## config.mk

```make
export PLATFORM = sky130hd
export DESIGN_NAME = scr1_ialu_rvm_unit
export DESIGN_NICKNAME = d
export VERILOG_FILES = /design/src/rtl/scr1_ialu_rvm_unit.sv
export SDC_FILE = /design/constraint.sdc
export NUM_CORES = 1
export LEC_CHECK = 0
export CAP_MARGIN = 20
export CORE_AREA = 2 2 157 175
export CTS_BUF_LIST = sky130_fd_sc_hd__clkbuf_4
export CTS_CLUSTER_DIAMETER = 60
export DETAILED_ROUTE_END_ITERATION = 6
export DIE_AREA = 0 0 159 177
export PLACE_DENSITY = 0.8
export SKIP_CTS_REPAIR_TIMING = 1
export SLEW_MARGIN = 0
export SYNTH_ARGS = -nofsm -noshare
export SYNTH_HDL_FRONTEND = slang
export SYNTH_SLANG_ARGS = --single-unit
```

## constraint.sdc

```tcl
create_clock -name clk -period 18.95 [get_ports clk]
set_clock_uncertainty 0.1 [all_clocks]
set_input_delay 3.79 -clock clk [delete_from_list [all_inputs] [get_ports clk]]
set_output_delay 3.79 -clock clk [all_outputs]
set_load 0.02 [all_outputs]
```

## src/rtl/scr1_ialu_rvm_unit.sv

```systemverilog
// RV32M multiply/divide unit for the SCR1 integer ALU.
// Multiplication uses radix-2 shift-add. Division uses restoring division.
// Both work on operand magnitudes and apply the sign correction at the end.
// A zero divisor and signed overflow complete in one cycle.
// All other operations complete after 32 iterations.
//
//   state | meaning
//   ------+------------------------------------------------------------
//   IDLE  | waiting for a command
//   ITER  | one radix-2 step per clock; step_cnt counts steps 0..31
//   DONE  | result registered, rvm_res_rdy_o high for this cycle only
module scr1_ialu_rvm_unit #(
    parameter int SCR1_XLEN = 32
) (
    input  logic                 clk,
    input  logic                 rst_n,
    input  logic                 rvm_cmd_vd_i,
    input  logic [2:0]           rvm_cmd_i,
    input  logic [SCR1_XLEN-1:0] rvm_op1_i,
    input  logic [SCR1_XLEN-1:0] rvm_op2_i,
    input  logic                 rvm_kill_i,
    output logic [SCR1_XLEN-1:0] rvm_res_o,
    output logic                 rvm_res_rdy_o,
    output logic                 rvm_busy_o
);

    localparam int XL = SCR1_XLEN;

    localparam logic [2:0] CMD_MUL    = 3'd0;
    localparam logic [2:0] CMD_MULH   = 3'd1;
    localparam logic [2:0] CMD_MULHSU = 3'd2;
    localparam logic [2:0] CMD_MULHU  = 3'd3;
    localparam logic [2:0] CMD_DIV    = 3'd4;
    localparam logic [2:0] CMD_DIVU   = 3'd5;
    localparam logic [2:0] CMD_REM    = 3'd6;
    localparam logic [2:0] CMD_REMU   = 3'd7;

    localparam logic [4:0]    STEP_LAST = 5'd31;
    localparam logic [XL-1:0] MIN_NEG   = {1'b1, {(XL-1){1'b0}}};

    typedef enum logic [1:0] {
        ST_IDLE = 2'd0,
        ST_ITER = 2'd1,
        ST_DONE = 2'd2
    } state_t;

    state_t          state;
    logic [4:0]      step_cnt;
    logic [2:0]      cmd_r;
    logic [XL-1:0]   opb_r;       // multiplicand or divisor magnitude
    logic [2*XL-1:0] acc_r;       // {product high, multiplier} or {remainder, quotient}
    logic            neg_res_r;   // negate the product or the quotient
    logic            neg_rem_r;   // negate the remainder

    logic            op1_sgn;
    logic            op2_sgn;
    logic [XL-1:0]   op1_mag;
    logic [XL-1:0]   op2_mag;
    logic            div_zero;
    logic            div_ovf;
    logic            fast_path;
    logic [XL-1:0]   fast_res;

    logic [XL:0]     mul_sum;
    logic [XL:0]     rem_sh;
    logic [XL:0]     rem_sub;
    logic            div_ge;
    logic [XL-1:0]   rem_new;
    logic [2*XL-1:0] acc_nxt;
    logic [2*XL-1:0] prod_fin;
    logic [XL-1:0]   quo_fin;
    logic [XL-1:0]   rem_fin;
    logic [XL-1:0]   fin_res;

    // Decode the incoming command: operand signs, magnitudes and the one-cycle cases.
    always_comb begin
        op1_sgn  = rvm_op1_i[XL-1] & ((rvm_cmd_i == CMD_MULH) | (rvm_cmd_i == CMD_MULHSU) |
                                      (rvm_cmd_i == CMD_DIV)  | (rvm_cmd_i == CMD_REM));
        op2_sgn  = rvm_op2_i[XL-1] & ((rvm_cmd_i == CMD_MULH) |
                                      (rvm_cmd_i == CMD_DIV)  | (rvm_cmd_i == CMD_REM));
        op1_mag  = op1_sgn ? -rvm_op1_i : rvm_op1_i;
        op2_mag  = op2_sgn ? -rvm_op2_i : rvm_op2_i;
        div_zero = rvm_cmd_i[2] & (rvm_op2_i == '0);
        div_ovf  = ((rvm_cmd_i == CMD_DIV) | (rvm_cmd_i == CMD_REM)) &
                   (rvm_op1_i == MIN_NEG) & (rvm_op2_i == '1);
        fast_path = div_zero | div_ovf;
        // cmd bit 1 separates REM/REMU from DIV/DIVU.
        // Overflow DIV returns op1 (0x80..0) and overflow REM returns zero.
        if (div_zero) begin
            fast_res = rvm_cmd_i[1] ? rvm_op1_i : '1;
        end else begin
            fast_res = rvm_cmd_i[1] ? '0 : rvm_op1_i;
        end
    end

    // One radix-2 step of the datapath, plus the sign-corrected final result.
    always_comb begin
        mul_sum = {1'b0, acc_r[2*XL-1:XL]} + (acc_r[0] ? {1'b0, opb_r} : '0);
        rem_sh  = {acc_r[2*XL-1:XL], acc_r[XL-1]};
        rem_sub = rem_sh - {1'b0, opb_r};
        div_ge  = (rem_sh >= {1'b0, opb_r});
        rem_new = div_ge ? rem_sub[XL-1:0] : rem_sh[XL-1:0];
        if (cmd_r[2]) begin
            acc_nxt = {rem_new, acc_r[XL-2:0], div_ge};
        end else begin
            acc_nxt = {mul_sum, acc_r[XL-1:1]};
        end
        prod_fin = neg_res_r ? -acc_nxt : acc_nxt;
        quo_fin  = neg_res_r ? -acc_nxt[XL-1:0] : acc_nxt[XL-1:0];
        rem_fin  = neg_rem_r ? -acc_nxt[2*XL-1:XL] : acc_nxt[2*XL-1:XL];
        case (cmd_r)
            CMD_MUL:                        fin_res = prod_fin[XL-1:0];
            CMD_MULH, CMD_MULHSU, CMD_MULHU: fin_res = prod_fin[2*XL-1:XL];
            CMD_DIV, CMD_DIVU:              fin_res = quo_fin;
            default:                        fin_res = rem_fin;
        endcase
    end

    // Control FSM with registered result, ready pulse and busy flag.
    always_ff @(posedge clk or negedge rst_n) begin
        if (!rst_n) begin
            state         <= ST_IDLE;
            step_cnt      <= '0;
            cmd_r         <= '0;
            opb_r         <= '0;
            acc_r         <= '0;
            neg_res_r     <= 1'b0;
            neg_rem_r     <= 1'b0;
            rvm_res_o     <= '0;
            rvm_res_rdy_o <= 1'b0;
            rvm_busy_o    <= 1'b0;
        end else if (rvm_kill_i) begin
            state         <= ST_IDLE;
            step_cnt      <= '0;
            rvm_res_rdy_o <= 1'b0;
            rvm_busy_o    <= 1'b0;
        end else begin
            case (state)
                ST_IDLE, ST_DONE: begin
                    state         <= ST_IDLE;
                    rvm_res_rdy_o <= 1'b0;
                    rvm_busy_o    <= 1'b0;
                    if (rvm_cmd_vd_i) begin
                        cmd_r     <= rvm_cmd_i;
                        neg_res_r <= op1_sgn ^ op2_sgn;
                        neg_rem_r <= op1_sgn;
                        step_cnt  <= '0;
                        if (fast_path) begin
                            state         <= ST_DONE;
                            rvm_res_o     <= fast_res;
                            rvm_res_rdy_o <= 1'b1;
                        end else begin
                            state      <= ST_ITER;
                            rvm_busy_o <= 1'b1;
                            opb_r      <= op2_mag;
                            acc_r      <= {{XL{1'b0}}, op1_mag};
                        end
                    end
                end
                ST_ITER: begin
                    acc_r <= acc_nxt;
                    if (step_cnt == STEP_LAST) begin
                        state         <= ST_DONE;
                        step_cnt      <= '0;
                        rvm_res_o     <= fin_res;
                        rvm_res_rdy_o <= 1'b1;
                        rvm_busy_o    <= 1'b0;
                    end else begin
                        step_cnt <= step_cnt + 5'd1;
                    end
                end
                default: begin
                    state         <= ST_IDLE;
                    step_cnt      <= '0;
                    rvm_res_rdy_o <= 1'b0;
                    rvm_busy_o    <= 1'b0;
                end
            endcase
        end
    end

endmodule

```

==> results.cfg <==
[routing]
via_per_inst = 6.87
wire_per_inst_um = 23.5
drt_iter0_markers = 1992
route.detailed.drc = 0
first_pass_iters = 6
drtAntennaViolNets = 0
wirelength_um = 58100
vias = 17000

[synthesis]
ys_types = 103
yosysTopAreaCell = dfrtp_1
synth_fa_ha_area_share_pct = 7.73
synth_area_mm2 = 0.0156
yosys.area_share.simple_pct = 22.4
ys_warn_count = 0
ys.flop_type = dfrtp_1
synth_top_family_by_area = compound AO/OA/AOI/OAI gates
seq_area_frac_synth_pct = 22.4
synthTopCellsByArea = dfrtp_1 22%, o21ai_0 6.3%, nand2_1 6.1%
avgSynthCellArea_um2 = 7.48
async_reset_ff_share_pct = 100
synth_edf_count = 0
synth_nets = 2235
yosys_register_bits = 140
synth_top_area_share_pct = 22.4
synthMuxAreaShare_pct = 2.95
syn_inst = 2091
synth_xor_area_share_pct = 9.91
synth-compound-area-share_pct = 29.2

[clock_tree]
clockBufferDepth = 2
cts_tree = built
clock-sinks = 140
cts-root-buf = clkbuf_4
cts.htree.levels = 4
worstSkewPairLatency_ns = 0.63
clk_pin_slew_ns = 0.14
numCtsBuffers = 17

[layout]
regArea_mm2 = 0.00351
utilization_pct = 64.2
fillers = 2465
area_delta_synth_final_pct = 8.77
nNetsFinal = 2243
finalNonFillerCells = 2472
final_common_cell = nand2_1
fin_area_mm2 = 0.0170
multi_input_comb_area_mm2 = 0.0113
drive_gt1_share_pct = 6.11
final_cell_mix = 253 x nand2_1, 198 x o21ai_0, 170 x a21oi_1, 148 x nor2_1, 139 x dfrtp_1

[worst_setup_path]
r2r-start = acc_r[55]$_DFFE_PN0P_
arrival_ns = 8.98
path_max_fanout = 46
crit_required_ns = 19.40
startpoint_type = input port
rrSetupSlack_ns = 11.97
crit_type = input port to flop
path_cells = clkdlybuf4s50_1 -> inv_1 -> ha_1 -> or3b_2 -> nor3_1 -> nand4b_1 -> nor2_1 -> and2_1 -> buf_4 -> a31oi_1 -> or3b_1 -> a21o_1 -> buf_4 -> inv_1 -> nand2_1 -> a31oi_1 -> o311ai_0 -> a32oi_1
reg2reg_to = rvm_res_o[26]$_DFFE_PN0P_
endpoint_kind = flop
reg2regPathDepth = 18
cp_slowest_cell = inv_1
max_stage_delay_ns = 0.67

[min_path]
hold-path-endpoint = rvm_res_o[1]$_DFFE_PN0P_
min_from = rvm_res_o[1]$_DFFE_PN0P_
hold_class = flop to flop
min_path_cells = 1

[placed_design]
port-buffer-count = 104
gp_congestion = 1.02
hpwl_um = 43700
post_dp_cell_area_mm2 = 0.0168
place_worst_setup_slack_ns = 9.90
placedCellCount = 2437

[die]
fp-row-count = 63
initial_utilization_pct = 59.1
core_area_mm2 = 0.0265
die-area_mm2 = 0.0281
die_y_um = 177
die_x_um = 159
ios = 105

[flow_run]
cap_violations = 0

[power]
clkPwrFrac_pct = 8.0
ir_worst_vdd_uv = 86.3
p_sw_mw = 1.37
powerDensity_mw_per_mm2 = 143
pwr-share-comb_pct = 73.1
p_leak_nw = 6.90
seqPwrFrac_pct = 18.9
p_int_mw = 1.06
swShare_pct = 56.5

[global_routing]
grt_pass1_wl_um = 89800
track_usage_pct = 40.8
grt_pass1_vias = 15900
antenna_found_initial = 3
grt-ovfl-total = 0
grt_max_degree = 96

[sta]
slew_viol_final = 0
finalCritPeriodShare_pct = 45.0
finalSetupViolations = 0
worst_slack_ns = 10.42
period_minus_slack_ns = 8.53
rsz0062_at_grt = no
fmax_mhz = 117
finalHoldViolations = 0
max-slew-margin-rel_pct = 22.5
setup_tns_ns = 0
tightestPinTransition_ns = 1.15

[run_status]
status = completed
## metrics by stage
step / hold slack [ns] / total power [mW]
floorplan: 0.365 / 1.69
global placement: 0.368 / 2.13
detailed placement: 0.379 / 2.15
CTS: 0.410 / 2.35
global route: 0.431 / 2.57
finish: 0.407 / 2.42
## sequential cells by signal, summed over array words and instances (netlist names)
name,cells
rvm_res_rdy_o,1
acc_r,64
neg_res_r,1
neg_rem_r,1
cmd_r,3
opb_r,32
step_cnt,5
rvm_busy_o,1
rvm_res_o,32
## power groups by stage
stage | clock network (mW) | logic (mW) | registers [mW]
final | 0.194 | 1.77 | 0.459
after global routing | 0.204 | 1.90 | 0.468
after CTS | 0.192 | 1.71 | 0.455
after detailed placement | 0 | 1.69 | 0.462
after global placement | 0 | 1.67 | 0.459
after floorplan | 0 | 1.27 | 0.425
## kinds of logic (layout without fill, tap and decap cells)
logic type / Yosys count / in the layout
AOI/OAI and AO/OA: 706 / 706
xor gates and xnor gates: 177 / 177
adders and majority gates: 101 / 101
buffers and inverters: 211 / 232
DFF: 140 / 140
muxes: 43 / 43
other: 0 / 3
and+or+nand+nor: 713 / 713
## how the worst max path moves through the flow
stage,start,end,slack [ns],cells after the start
6_report,rvm_op2_i[1],rvm_res_o[31]$_DFFE_PN0P_,10.42,18
5_1_grt,rvm_op2_i[0],rvm_res_o[31]$_DFFE_PN0P_,10.15,18
4_1_cts,rvm_op2_i[0],rvm_res_o[31]$_DFFE_PN0P_,10.57,18
3_5_place_dp,rvm_op2_i[0],rvm_res_o[31]$_DFFE_PN0P_,9.90,18
3_3_place_gp,rvm_op2_i[0],rvm_res_o[31]$_DFFE_PN0P_,10.10,18
2_1_floorplan,rvm_op2_i[17],rvm_res_o[30]$_DFFE_PN0P_,11.84,13
## worst max-delay path: cells and delay by family
kind / cells / cell delay (ns)
AND/OR/NAND/NOR: 7 / 2.22
AO/OA/AOI/OAI: 5 / 0.84
buffers and inverters: 5 / 1.89
adder cells (fa/ha/maj): 1 / 0.16
## layer usage
| layer | routed length, um | GRT usage, % | vias up |
|---|---|---|---|
| met1 | 21900 | 49.6 | 8035 |
| met5 | 0 | 0 | - |
| li1 | - | - | 7675 |
| met3 | 5170 | 6.16 | 257 |
| met2 | 25900 | 65.5 | 1020 |
| met4 | 5130 | 31.7 | 0 |
## cell usage after synthesis, drive strengths merged (13+ instances only)
cell type  number
buf            23
nor2          150
a21o           41
xnor2         101
dfrtp         140
and2           45
nor4           17
ha             71
and3           20
or3            27
a31oi          26
a21oi         171
xor2           76
nand3          43
nand4          34
mux2i          28
inv            70
o31ai          33
clkbuf        116
nand2         253
o22ai          32
o41ai          16
nor2b          15
o211ai         17
o221ai         23
maj3           28
nor3           45
o21ai         221
a221oi         13
a211oi         19
or4            15
mux2           15
## cell type report
cell class / count / share of cell area, %
multi-input combinational: 1740 / 66.5
sequential: 140 / 20.6
timing repair buffer: 128 / 7.19
tap: 357 / 2.63
inverter: 72 / 1.59
clock buffer: 19 / 0.838
clock inverter: 13 / 0.603
antenna: 3 / 0.0441
No activity file was read; power rests on OpenSTA's default activity.
